==> config.mk <==
export PLATFORM = sky130hd
export DESIGN_NAME = prod_accumulator
export DESIGN_NICKNAME = d
export VERILOG_FILES = /design/src/rtl/prod_accumulator.sv
export SDC_FILE = /design/constraint.sdc
export NUM_CORES = 1
export LEC_CHECK = 0
export ABC_CLOCK_PERIOD_IN_PS = 5100
export CAP_MARGIN = 0
export CORE_MARGIN = 2
export CORE_UTILIZATION = 45
export CTS_CLUSTER_SIZE = 14
export DETAILED_ROUTE_END_ITERATION = 8
export PLACE_DENSITY = 0.71
export SYNTH_ARGS = -nofsm -noshare
export SYNTH_HDL_FRONTEND = slang
export SYNTH_SLANG_ARGS = --single-unit
==> constraint.sdc <==
create_clock -name clk -period 5.1 [get_ports clk]
set_input_delay 0.765 -clock clk [delete_from_list [all_inputs] [get_ports clk]]
set_output_delay 0.765 -clock clk [all_outputs]
set_load 0.01 [all_outputs]
==> src/rtl/prod_accumulator.sv <==
// Purpose: sums BURST unsigned 8-bit products into a saturating ACC_W-bit accumulator and presents the burst result.
// Latency: result_valid rises the cycle after the final accept; the partial sum on acc_out updates one cycle after each accept.
// Backpressure: prod_ready drops while a result is held; it returns the cycle after result_ready or clear is seen.
module prod_accumulator #(
    parameter int ACC_W = 16,
    parameter int BURST = 4
) (
    input  logic             clk,
    input  logic             rst,
    input  logic [7:0]       prod_in,
    input  logic             prod_valid,
    output logic             prod_ready,
    input  logic             clear,
    output logic [ACC_W-1:0] acc_out,
    output logic [3:0]       count,
    output logic             result_valid,
    input  logic             result_ready,
    output logic             ovf
);

    localparam logic [1:0] IDLE  = 2'd0;
    localparam logic [1:0] ACCUM = 2'd1;
    localparam logic [1:0] HOLD  = 2'd2;

    localparam logic [3:0] BURST_CNT = 4'(BURST);

    logic [1:0]     state;
    logic           accept;
    logic [ACC_W:0] sum;
    logic [3:0]     count_inc;

    assign prod_ready   = (state != HOLD);
    assign result_valid = (state == HOLD);
    assign accept       = prod_valid && prod_ready;

    // One extra bit catches the carry that triggers saturation.
    assign sum       = {1'b0, acc_out} + {{(ACC_W-7){1'b0}}, prod_in};
    assign count_inc = count + 4'd1;

    always_ff @(posedge clk or posedge rst) begin
        if (rst) begin
            state   <= IDLE;
            acc_out <= '0;
            count   <= '0;
            ovf     <= 1'b0;
        end else if (clear) begin
            state   <= IDLE;
            acc_out <= '0;
            count   <= '0;
            ovf     <= 1'b0;
        end else begin
            case (state)
                IDLE, ACCUM: begin
                    if (accept) begin
                        acc_out <= sum[ACC_W] ? {ACC_W{1'b1}} : sum[ACC_W-1:0];
                        count   <= count_inc;
                        if (sum[ACC_W]) begin
                            ovf <= 1'b1;
                        end
                        state <= (count_inc == BURST_CNT) ? HOLD : ACCUM;
                    end
                end
                HOLD: begin
                    if (result_ready) begin
                        state   <= IDLE;
                        acc_out <= '0;
                        count   <= '0;
                        ovf     <= 1'b0;
                    end
                end
                default: begin
                    state <= IDLE;
                end
            endcase
        end
    end

endmodule

==> flow_summary.yaml, run 1 <==
outcome:
  status: "finished clean"
final_layout:
  drive_gt1_frac: 0.0355
  nNetsFinal: 222
  diodes: 0
  syn_to_final_growth_pct: 27.8
  finish.instance_area_mm2: 0.00188
critical_path:
  worstSetupEndpointType: "flop"
  critPathMaxFanout: 13
  critical_path_class: "primary input to flop"
  required_ps: 5280
  cp_slowest_cell: "nand4_1"
  critPathMaxStageDelay_ps: 440
  arrival_ps: 3120
  crit_path_cell_trace: "clkdlybuf4s50_1, ha_1, fa_1, a211oi_1, o211ai_1, and2_1, nand4_1, o21ai_0"
  critPathTopFamily: "adder cells"
  crit_path_start_kind: "primary input"
  cp_num_buf_inv: 1
clock_network:
  cts-resized-gates: 0
  cts.sink_count: 23
  h-tree-depth: 1
  numCtsBuffers: 3
  cts_tree: "yes"
  clk_latency_ps: 310
  cts_setup_buffers: 0
  clk_pin_slew_ps: 140
  ctsHoldBuffers: 0
  clk_path_buf_depth: 2
  cts-root-buf: "clkbuf_4"
sta:
  setup_viol: 0
  fin_crit_ps: 2940
  worst_pin_slew_ps: 1220
  finalCritPeriodShare: 0.577
  fin_skew_ps: 10.3
  maxSlewHeadroom: 0.188
  hold_violations: 0
  timing.fmax_ghz: 0.340
  finalSetupTns_ps: 0
  slew_viol_final: 0
  rsz0062_at_grt: "false"
global_route:
  global_route.usage.met2: 0.369
  grt_pass1_vias: 1364
  grt.total_usage: 0.224
  grt_pass1_wl_um: 6310
  use_met1: 0.309
  top_usage_layer: "met2"
  grt_max_degree: 24
  met3_usage: 0.0294
  antenna_found_initial: 0
  grt_overflow_total: 0
yosys:
  ys_seq_area_frac: 0.391
  synth_area_leader_cell: "dfrtp_1"
  synth_area_leaders: "dfrtp_1 (39%), ha_1 (8.5%), nand2_1 (5.4%)"
  synthesis.nets: 187
  synth_top_area_frac: 0.391
  ys_ff_latch: 23
  synth_flop_cell: "dfrtp_1"
  synthArstFlopShare: 1.00
  synth_edf_count: 0
  yosysWarnings: 0
  synth.distinct_cells: 38
  netlist_top_cells_count: "dfrtp_1 (23), nand2_1 (21), a21oi_1 (10), ha_1 (10), o21ai_0 (9)"
  netlist_instances: 163
  syn_avg_cell_area_um2: 9.02
  synth.most_common_cell: "dfrtp_1"
  netlist_area_mm2: 0.00147
route:
  wire_per_inst_um: 15.4
  vias_per_cell: 5.92
  firstDrtPassIters: 4
  finalWirelength_um: 3710
  post-route-drc-count: 0
  drt_iter0_drc: 144
  dr_total_vias: 1427
  antenna_left: 0
floorplanning:
  start_util: 0.478
  die_h_um: 61.2
  ios: 36
  core_mm2: 0.00308
  die_area_mm2: 0.00374
  rows: 20
  die_w_um: 61.2
power:
  power_frac_comb: 0.339
  p_per_area_mw_per_mm2: 240
  p_sw_frac: 0.340
  clockPowerShare: 0.191
  ir_drop_mv: 0.126
  p_seq_frac: 0.470
  p_int_w: 0.000298
  p_sw_w: 0.000154
  p_leak_nw: 0.859
job:
  max_cap_viol_count: 0
place:
  dp_hpwl_um: 2720
  io_buffers: 35
  place_congestion: 0.864
  placed_area_mm2: 0.00185
worst_hold_path:
  holdCritPathClass: "flop to flop"
==> area by class of cell <==
cell class              instances  area, um^2
fillers                       286        1200
multi-input cells             129         848
flip-flops and latches         23         576
repair buffers                 35         350
well taps                      44        55.1
clock buffers                   3        22.5
inverters                       6        22.5
clock inverters                 1        5.00
==> cells in the final DEF (no fill, tap or decap), types with 2 or more instances in the layout <==
| cell type | n |
|---|---|
| clkdlybuf4s50_1 | 35 |
| dfrtp_1 | 23 |
| nand2_1 | 21 |
| a21oi_1 | 10 |
| ha_1 | 10 |
| o21ai_0 | 9 |
| nand3_1 | 7 |
| inv_1 | 6 |
| nor2_1 | 6 |
| a31oi_1 | 6 |
| a22oi_1 | 6 |
| nor3_1 | 5 |
| o211ai_1 | 4 |
| xor2_1 | 4 |
| nand4_1 | 3 |
| a211oi_1 | 3 |
| nand2b_1 | 3 |
| nor2b_1 | 3 |
| o311ai_0 | 3 |
| and3_1 | 3 |
| or4_1 | 3 |
| clkbuf_4 | 3 |
| and2_1 | 2 |
| a21o_1 | 2 |
| o31ai_1 | 2 |
| a32oi_1 | 2 |
==> power by group through the flow <==
stage | sequential (W) | combinational, W | clock (W)
finish | 0.000213 | 0.000153 | 0.0000862
global route | 0.000215 | 0.000169 | 0.0000973
CTS | 0.000213 | 0.000153 | 0.0000886
detailed placement | 0.000216 | 0.000152 | 0
global placement | 0.000215 | 0.000148 | 0
floorplan | 0.000220 | 0.0000850 | 0
==> final timing paths <==
check | start | cells past startpoint | slack [ps] | to
min in group asynchronous | rst | 2 | 930 | acc_out[10]
hold / removal | ovf | 2 | 530 | ovf
setup / recovery | prod_in[0] | 8 | 2160 | acc_out[8]
hold reg to reg | ovf | 2 | 530 | ovf
max in group asynchronous | rst | 2 | 3600 | acc_out[2]
setup reg to reg | acc_out[0] | 7 | 2640 | acc_out[8]
==> per-layer routing <==
metal	vias up	part of all wire
li1	683	-
met1	689	0.44
met2	51	0.50
met3	4	0.056
met4	0	0.0086
met5	-	0
==> cell families (layout without fill, tap and decap cells) <==
logic type / Yosys count / after routing / synth area share
AOI/OAI and AO/OA: 54 / 54 / 0.249
and+or+nand+nor: 59 / 59 / 0.199
adders and majority gates: 11 / 11 / 0.0987
xor gates and xnor gates: 5 / 5 / 0.0298
buffers and inverters: 11 / 45 / 0.0315
DFF: 23 / 23 / 0.391
==> flip-flops by register name (all words and copies together), names as in the netlist <==
name,flops
count,4
acc_out,16
ovf,1
state,2
==> through the flow <==
step | setup WS [ps] | hold WS, ps | utilization | total power [W] | instances
global placement | 1840 | 488 | 0.602 | 0.000363 | 237
CTS | 2130 | 541 | 0.611 | 0.000454 | 241
global route | 1990 | 567 | 0.611 | 0.000482 | 241
finish | 2160 | 530 | 0.611 | 0.000452 | 241
floorplan | 2510 | 529 | - | 0.000305 | 163
detailed placement | 1800 | 510 | 0.602 | 0.000368 | 237
==> worst register-to-register path, delay by kind of cell (launching register included) <==
family	cells	cell delay, ps
flops	1	410
compound gates	3	650
simple gates	2	640
fa+ha+maj	2	640
No activity file was read; power rests on OpenSTA's default activity.
==> inputs of run 2 (changes only) <==
--- a/config.mk
+++ b/config.mk
@@ -5,7 +5,7 @@
 export SDC_FILE = /design/constraint.sdc
 export NUM_CORES = 1
 export LEC_CHECK = 0
-export ABC_CLOCK_PERIOD_IN_PS = 5100
+export ABC_CLOCK_PERIOD_IN_PS = 2860
 export CAP_MARGIN = 0
 export CORE_MARGIN = 2
 export CORE_UTILIZATION = 45
==> constraint.sdc (replaced) <==
create_clock -name clk -period 2.86 [get_ports clk]
set_input_delay 0.429 -clock clk [delete_from_list [all_inputs] [get_ports clk]]
set_output_delay 0.429 -clock clk [all_outputs]
set_load 0.01 [all_outputs]
==> run 2 against run 1 <==
Critical endpoint is now acc_out[10]. Non-clock buffer count increased by 6. Highest routed layer unchanged. Setup slack got worse by 1700 ps. Critical path type unchanged. Sequential share of layout area shrank 0.89 points. Via count is 0.14% lower. Power increased by 79%.
==> flow_summary.yaml, run 2 (synthesized netlist as in run 1, its figures left out) <==
global_route:
  met3_usage: 0.0294
  grt_overflow_total: 0
  use_met1: 0.279
  grt_max_degree: 24
  grt.total_usage: 0.215
  grt_pass1_vias: 1413
  top_usage_layer: "met2"
  antenna_found_initial: 0
  grt_pass1_wl_um: 6080
  global_route.usage.met2: 0.366
floorplanning:
  die_area_mm2: 0.00374
  start_util: 0.478
  ios: 36
  die_w_um: 61.2
  rows: 20
  die_h_um: 61.2
  core_mm2: 0.00308
final_layout:
  finish.instance_area_mm2: 0.00194
  multi_input_area_um2: 848
  final_cell_mix: "clkdlybuf4s50_1 (35), dfrtp_1 (23), nand2_1 (21)"
  drive_gt1_frac: 0.0591
  utilization: 0.629
  nFillCells: 291
  largest_reg_flops: 16
  ff_latch_area_um2: 576
  fin_cells: 247
  diodes: 0
  syn_to_final_growth_pct: 31.7
  top_register: "acc_out"
  reg_top3: "acc_out x16, count x4, state x2"
  nNetsFinal: 228
  layout_commonest_cell: "clkdlybuf4s50_1"
critical_path:
  cp_num_buf_inv: 1
  required_ps: 3070
  crit_path_start_kind: "primary input"
  critPathTopFamily: "compound AO/OA/AOI/OAI gates"
  arrival_ps: 2620
  cp_slowest_cell: "clkdlybuf4s50_1"
  critPathMaxFanout: 6
  critPathMaxStageDelay_ps: 410
  worstSetupEndpointType: "flop"
  crit_path_cell_trace: "clkdlybuf4s50_1, ha_1, fa_1, a211oi_1, o211ai_1, and3_1, a32o_1, a21o_1"
  critical_path_class: "primary input to flop"
worst_hold_path:
  holdCritPathClass: "flop to flop"
power:
  p_int_w: 0.000540
  ir_drop_mv: 0.190
  power_frac_comb: 0.345
  p_leak_nw: 0.891
  clockPowerShare: 0.187
  p_sw_frac: 0.332
  p_sw_w: 0.000269
  p_per_area_mw_per_mm2: 418
  p_seq_frac: 0.468
clock_network:
  clk_path_buf_depth: 2
  clk_latency_ps: 310
  cts-resized-gates: 0
  cts-root-buf: "clkbuf_4"
  ctsHoldBuffers: 0
  h-tree-depth: 1
  numCtsBuffers: 3
  cts.sink_count: 23
  clk_pin_slew_ps: 130
  cts_setup_buffers: 0
  cts_tree: "yes"
sta:
  finalSetupTns_ps: 0
  setup_viol: 0
  worst_pin_slew_ps: 891
  fin_skew_ps: 6.63
  finalCritPeriodShare: 0.841
  fin_crit_ps: 2400
  slew_viol_final: 0
  timing.fmax_ghz: 0.416
  rsz0062_at_grt: "false"
  maxSlewHeadroom: 0.405
  hold_violations: 0
route:
  dr_total_vias: 1425
  vias_per_cell: 5.77
  firstDrtPassIters: 4
  post-route-drc-count: 0
  wire_per_inst_um: 14.5
  antenna_left: 0
  finalWirelength_um: 3590
  drt_iter0_drc: 94
place:
  placed_area_mm2: 0.00191
  dp_hpwl_um: 2640
  place_congestion: 0.875
  dpl.cell_count: 243
  io_buffers: 35
job:
  max_cap_viol_count: 0
outcome:
  status: "finished clean"
==> run 2: changes by cell type in the layout (fill, tap and decap cells not counted) <==
cell,change
buf_12,+1
clkbuf_1,+1
clkinv_2,-1
buf_4,+5
==> run 2: worst reg2reg max path: stages (launching register included) <==
cell      delay [ps]
dfrtp_1          420
ha_1             210
fa_1             390
a211oi_1         320
o211ai_1         160
and3_1           270
a32o_1           280
a21o_1           150
==> run 2: final timing paths <==
| kind | start | endpoint | slack (ps) | cells after the start |
|---|---|---|---|---|
| max in group asynchronous | rst | acc_out[13] | 1720 | 2 |
| setup reg to reg | acc_out[0] | acc_out[10] | 590 | 7 |
| min in group asynchronous | rst | acc_out[4] | 600 | 2 |
| hold reg to reg | ovf | ovf | 520 | 2 |
| hold / removal | ovf | ovf | 520 | 2 |
| setup / recovery | prod_in[0] | acc_out[10] | 460 | 8 |
==> run 2: cell type report <==
type	count	share of cell area
clock buffer	4	0.0136
timing repair buffer	41	0.211
inverter	6	0.0116
sequential	23	0.297
tap	44	0.0284
multi-input combinational	129	0.438
==> run 2: power groups by stage <==
stage          sequential [W]  combinational (W)  clock [W]
3_5_place_dp         0.000385           0.000276          0
2_1_floorplan        0.000393           0.000152          0
6_report             0.000379           0.000279   0.000151
5_1_grt              0.000383           0.000312   0.000171
4_1_cts              0.000379           0.000279   0.000158
3_3_place_gp         0.000384           0.000272          0
==> run 2: metal layers <==
layer	up-vias	wire (um)
li1	692	-
met1	686	1630
met2	45	1790
met3	2	136
met4	0	25
met5	-	0
==> run 2: metrics by stage <==
| stage | hold slack (ps) | setup slack (ps) | total power (W) |
|---|---|---|---|
| final | 518 | 456 | 0.000809 |
| after global routing | 539 | 320 | 0.000866 |
| after CTS | 526 | 456 | 0.000816 |
| after detailed placement | 499 | 121 | 0.000661 |
| after global placement | 494 | 139 | 0.000656 |
| after floorplan | 431 | 610 | 0.000545 |
==> inputs of run 3 (changes only) <==
==> config.mk (replaced) <==
export PLATFORM = sky130hd
export DESIGN_NAME = prod_accumulator
export DESIGN_NICKNAME = d
export VERILOG_FILES = /design/src/rtl/prod_accumulator.sv
export SDC_FILE = /design/constraint.sdc
export NUM_CORES = 1
export LEC_CHECK = 0
export ABC_CLOCK_PERIOD_IN_PS = 2050
export CAP_MARGIN = 0
export CORE_MARGIN = 2
export CORE_UTILIZATION = 44
export CTS_CLUSTER_SIZE = 14
export DETAILED_ROUTE_END_ITERATION = 8
export PLACE_DENSITY = 0.72
export SYNTH_ARGS = -nofsm -noshare
export SYNTH_HDL_FRONTEND = slang
export SYNTH_SLANG_ARGS = --single-unit
==> constraint.sdc (replaced) <==
create_clock -name clk -period 2.05 [get_ports clk]
set_input_delay 0.3075 -clock clk [delete_from_list [all_inputs] [get_ports clk]]
set_output_delay 0.3075 -clock clk [all_outputs]
set_load 0.01 [all_outputs]
==> run 3 against run 2 <==
The flow now finishes with violations (negative setup slack). Sequential power is 41% higher. Sequential share of layout area is 4.2 points lower. Die area is 2.1% higher. Wire length is 16% higher. Combinational power is 84% higher. Critical path depth stayed put. Highest routed layer unchanged.
==> flow_summary.yaml, run 3 (synthesized netlist as in run 1, its figures left out) <==
critical_path:
  critical_path_class: "flop to flop"
  r2r-start: "acc_out[0]"
  arrival_ps: 2260
  required_ps: 2250
  reg2regPathDepth: 8
  crit_path_start_kind: "flop"
  critPathMaxFanout: 5
  r2r_slack_ps: -10
  r2r-end: "acc_out[12]"
  worstSetupEndpointType: "flop"
sta:
  timing.fmax_ghz: 0.485
  hold_violations: 0
  worst_pin_slew_ps: 463
  setup_viol: 2
  finalCritPeriodShare: 1.00
  rsz0062_at_grt: "true"
  maxSlewHeadroom: 0.688
  fin_ws_ps: -10.2
  slew_viol_final: 0
  fin_skew_ps: 3.98
  fin_crit_ps: 2060
final_layout:
  reg_top3: "acc_out x16, count x4, state x2"
  layout_commonest_cell: "clkdlybuf4s50_1"
  nFillCells: 260
  largest_reg_flops: 16
  top_register: "acc_out"
  nNetsFinal: 249
  syn_to_final_growth_pct: 53.1
  final_cell_mix: "clkdlybuf4s50_1 (34), buf_4 (25), dfrtp_1 (23)"
  diodes: 0
  drive_gt1_frac: 0.254
  finish.instance_area_mm2: 0.00225
  utilization: 0.720
power:
  p_sw_frac: 0.334
  p_int_w: 0.000843
  power_frac_comb: 0.406
  p_seq_frac: 0.423
  p_sw_w: 0.000422
  p_per_area_mw_per_mm2: 562
  p_leak_nw: 1.00
  ir_drop_mv: 0.310
  p_total_w: 0.00126
  clockPowerShare: 0.171
route:
  vias_per_cell: 5.72
  wl_met1_um: 1780
  post-route-drc-count: 0
  drt_iter0_drc: 69
  dr_total_vias: 1534
  antenna_left: 0
  dr.max_layer_used: "met4"
  finalWirelength_um: 4140
  dr_wl_met2_um: 2170
  met3_length_um: 121
  wire_per_inst_um: 15.5
  firstDrtPassIters: 4
clock_network:
  h-tree-depth: 1
  clk_latency_ps: 320
  cts-root-buf: "clkbuf_4"
  clk_path_buf_depth: 2
  cts_tree: "yes"
  ctsHoldBuffers: 0
  numCtsBuffers: 3
  cts.sink_count: 23
  clk_pin_slew_ps: 130
place:
  dp_hpwl_um: 2970
  dp_slack_ps: -383
  placed_area_mm2: 0.00202
  place_congestion: 0.927
  io_buffers: 35
global_route:
  grt_max_degree: 24
  grt.total_usage: 0.229
  grt_pass1_wl_um: 6520
  grt_pass1_vias: 1518
  grt_overflow_total: 0
  antenna_found_initial: 0
outcome:
  status: "finished, violations left"
  violations: "negative setup slack"
floorplanning:
  rows: 20
  die_w_um: 61.8
  ios: 36
  die_area_mm2: 0.00382
  core_mm2: 0.00313
  die_h_um: 61.8
  start_util: 0.470
worst_hold_path:
  holdCritPathClass: "primary input to async pin"
job:
  max_cap_viol_count: 0
-- run 3: changes by cell type in the layout (fill, tap and decap cells not counted), moves of 2 or more --
cell / delta
nand2_2: +7
ha_4: +6
ha_1: -7
nand3_2: +2
a31oi_1: -2
buf_4: +20
a211oi_1: -3
a211oi_2: +3
nand3_1: -2
nand2_1: -7
a31oi_4: +2
buf_6: +2
-- run 3: repair_timing --
item | 4_1_cts | 5_1_grt
setup endpoints to repair | 12 | 17
buffers inserted | 4 | 2
pin swaps | 0 | 1
resized for setup | 3 | 23
-- run 3: per-stage QoR --
stage               hold slack (ps)  std cells  TNS (ps)
floorplan                       309        163     -34.8
finish                          323        268     -14.3
global route                    373        268     -1190
detailed placement              505        258     -5870
global placement                490        258     -5050
CTS                             338        266         0
-- run 3: worst max-delay path: stages, from the launching register on --
cell      delay [ps]
dfrtp_1          420
ha_2             190
fa_2             350
a211oi_2         230
o211ai_1         160
and3_4           210
buf_6            130
a32oi_1          200
a31oi_1           60
-- run 3: per-layer routing --
| metal | vias to the layer above | global-route usage |
|---|---|---|
| li1 | 742 | - |
| met1 | 739 | 0.281 |
| met2 | 42 | 0.392 |
| met3 | 11 | 0.0393 |
| met4 | 0 | 0.100 |
| met5 | - | 0 |
-- run 3: layout make-up --
cell class | count | area, um^2 | share of cell area
Tap cell | 44 | 55.1 | 0.0245
Timing Repair Buffer | 62 | 563 | 0.250
Multi-Input combinational cell | 129 | 1010 | 0.448
Sequential cell | 23 | 576 | 0.256
Clock buffer | 4 | 26.3 | 0.0117
Inverter | 6 | 22.5 | 0.0100
-- run 3: power by group through the flow --
stage          Clock [W]  Combinational [W]  Sequential, W
6_report        0.000216           0.000513       0.000535
5_1_grt         0.000237           0.000563       0.000539
4_1_cts         0.000220           0.000463       0.000528
3_5_place_dp           0           0.000437       0.000534
3_3_place_gp           0           0.000425       0.000533
2_1_floorplan          0           0.000215       0.000548
-- run 3: worst max-delay path by stage --
stage / from / endpoint / cells after the start
global placement: prod_in[0] / acc_out[1] / 9
CTS: prod_in[0] / acc_out[12] / 9
finish: acc_out[0] / acc_out[12] / 8
global route: acc_out[0] / acc_out[5] / 8
floorplan: acc_out[0] / acc_out[10] / 8
detailed placement: prod_in[0] / acc_out[7] / 9
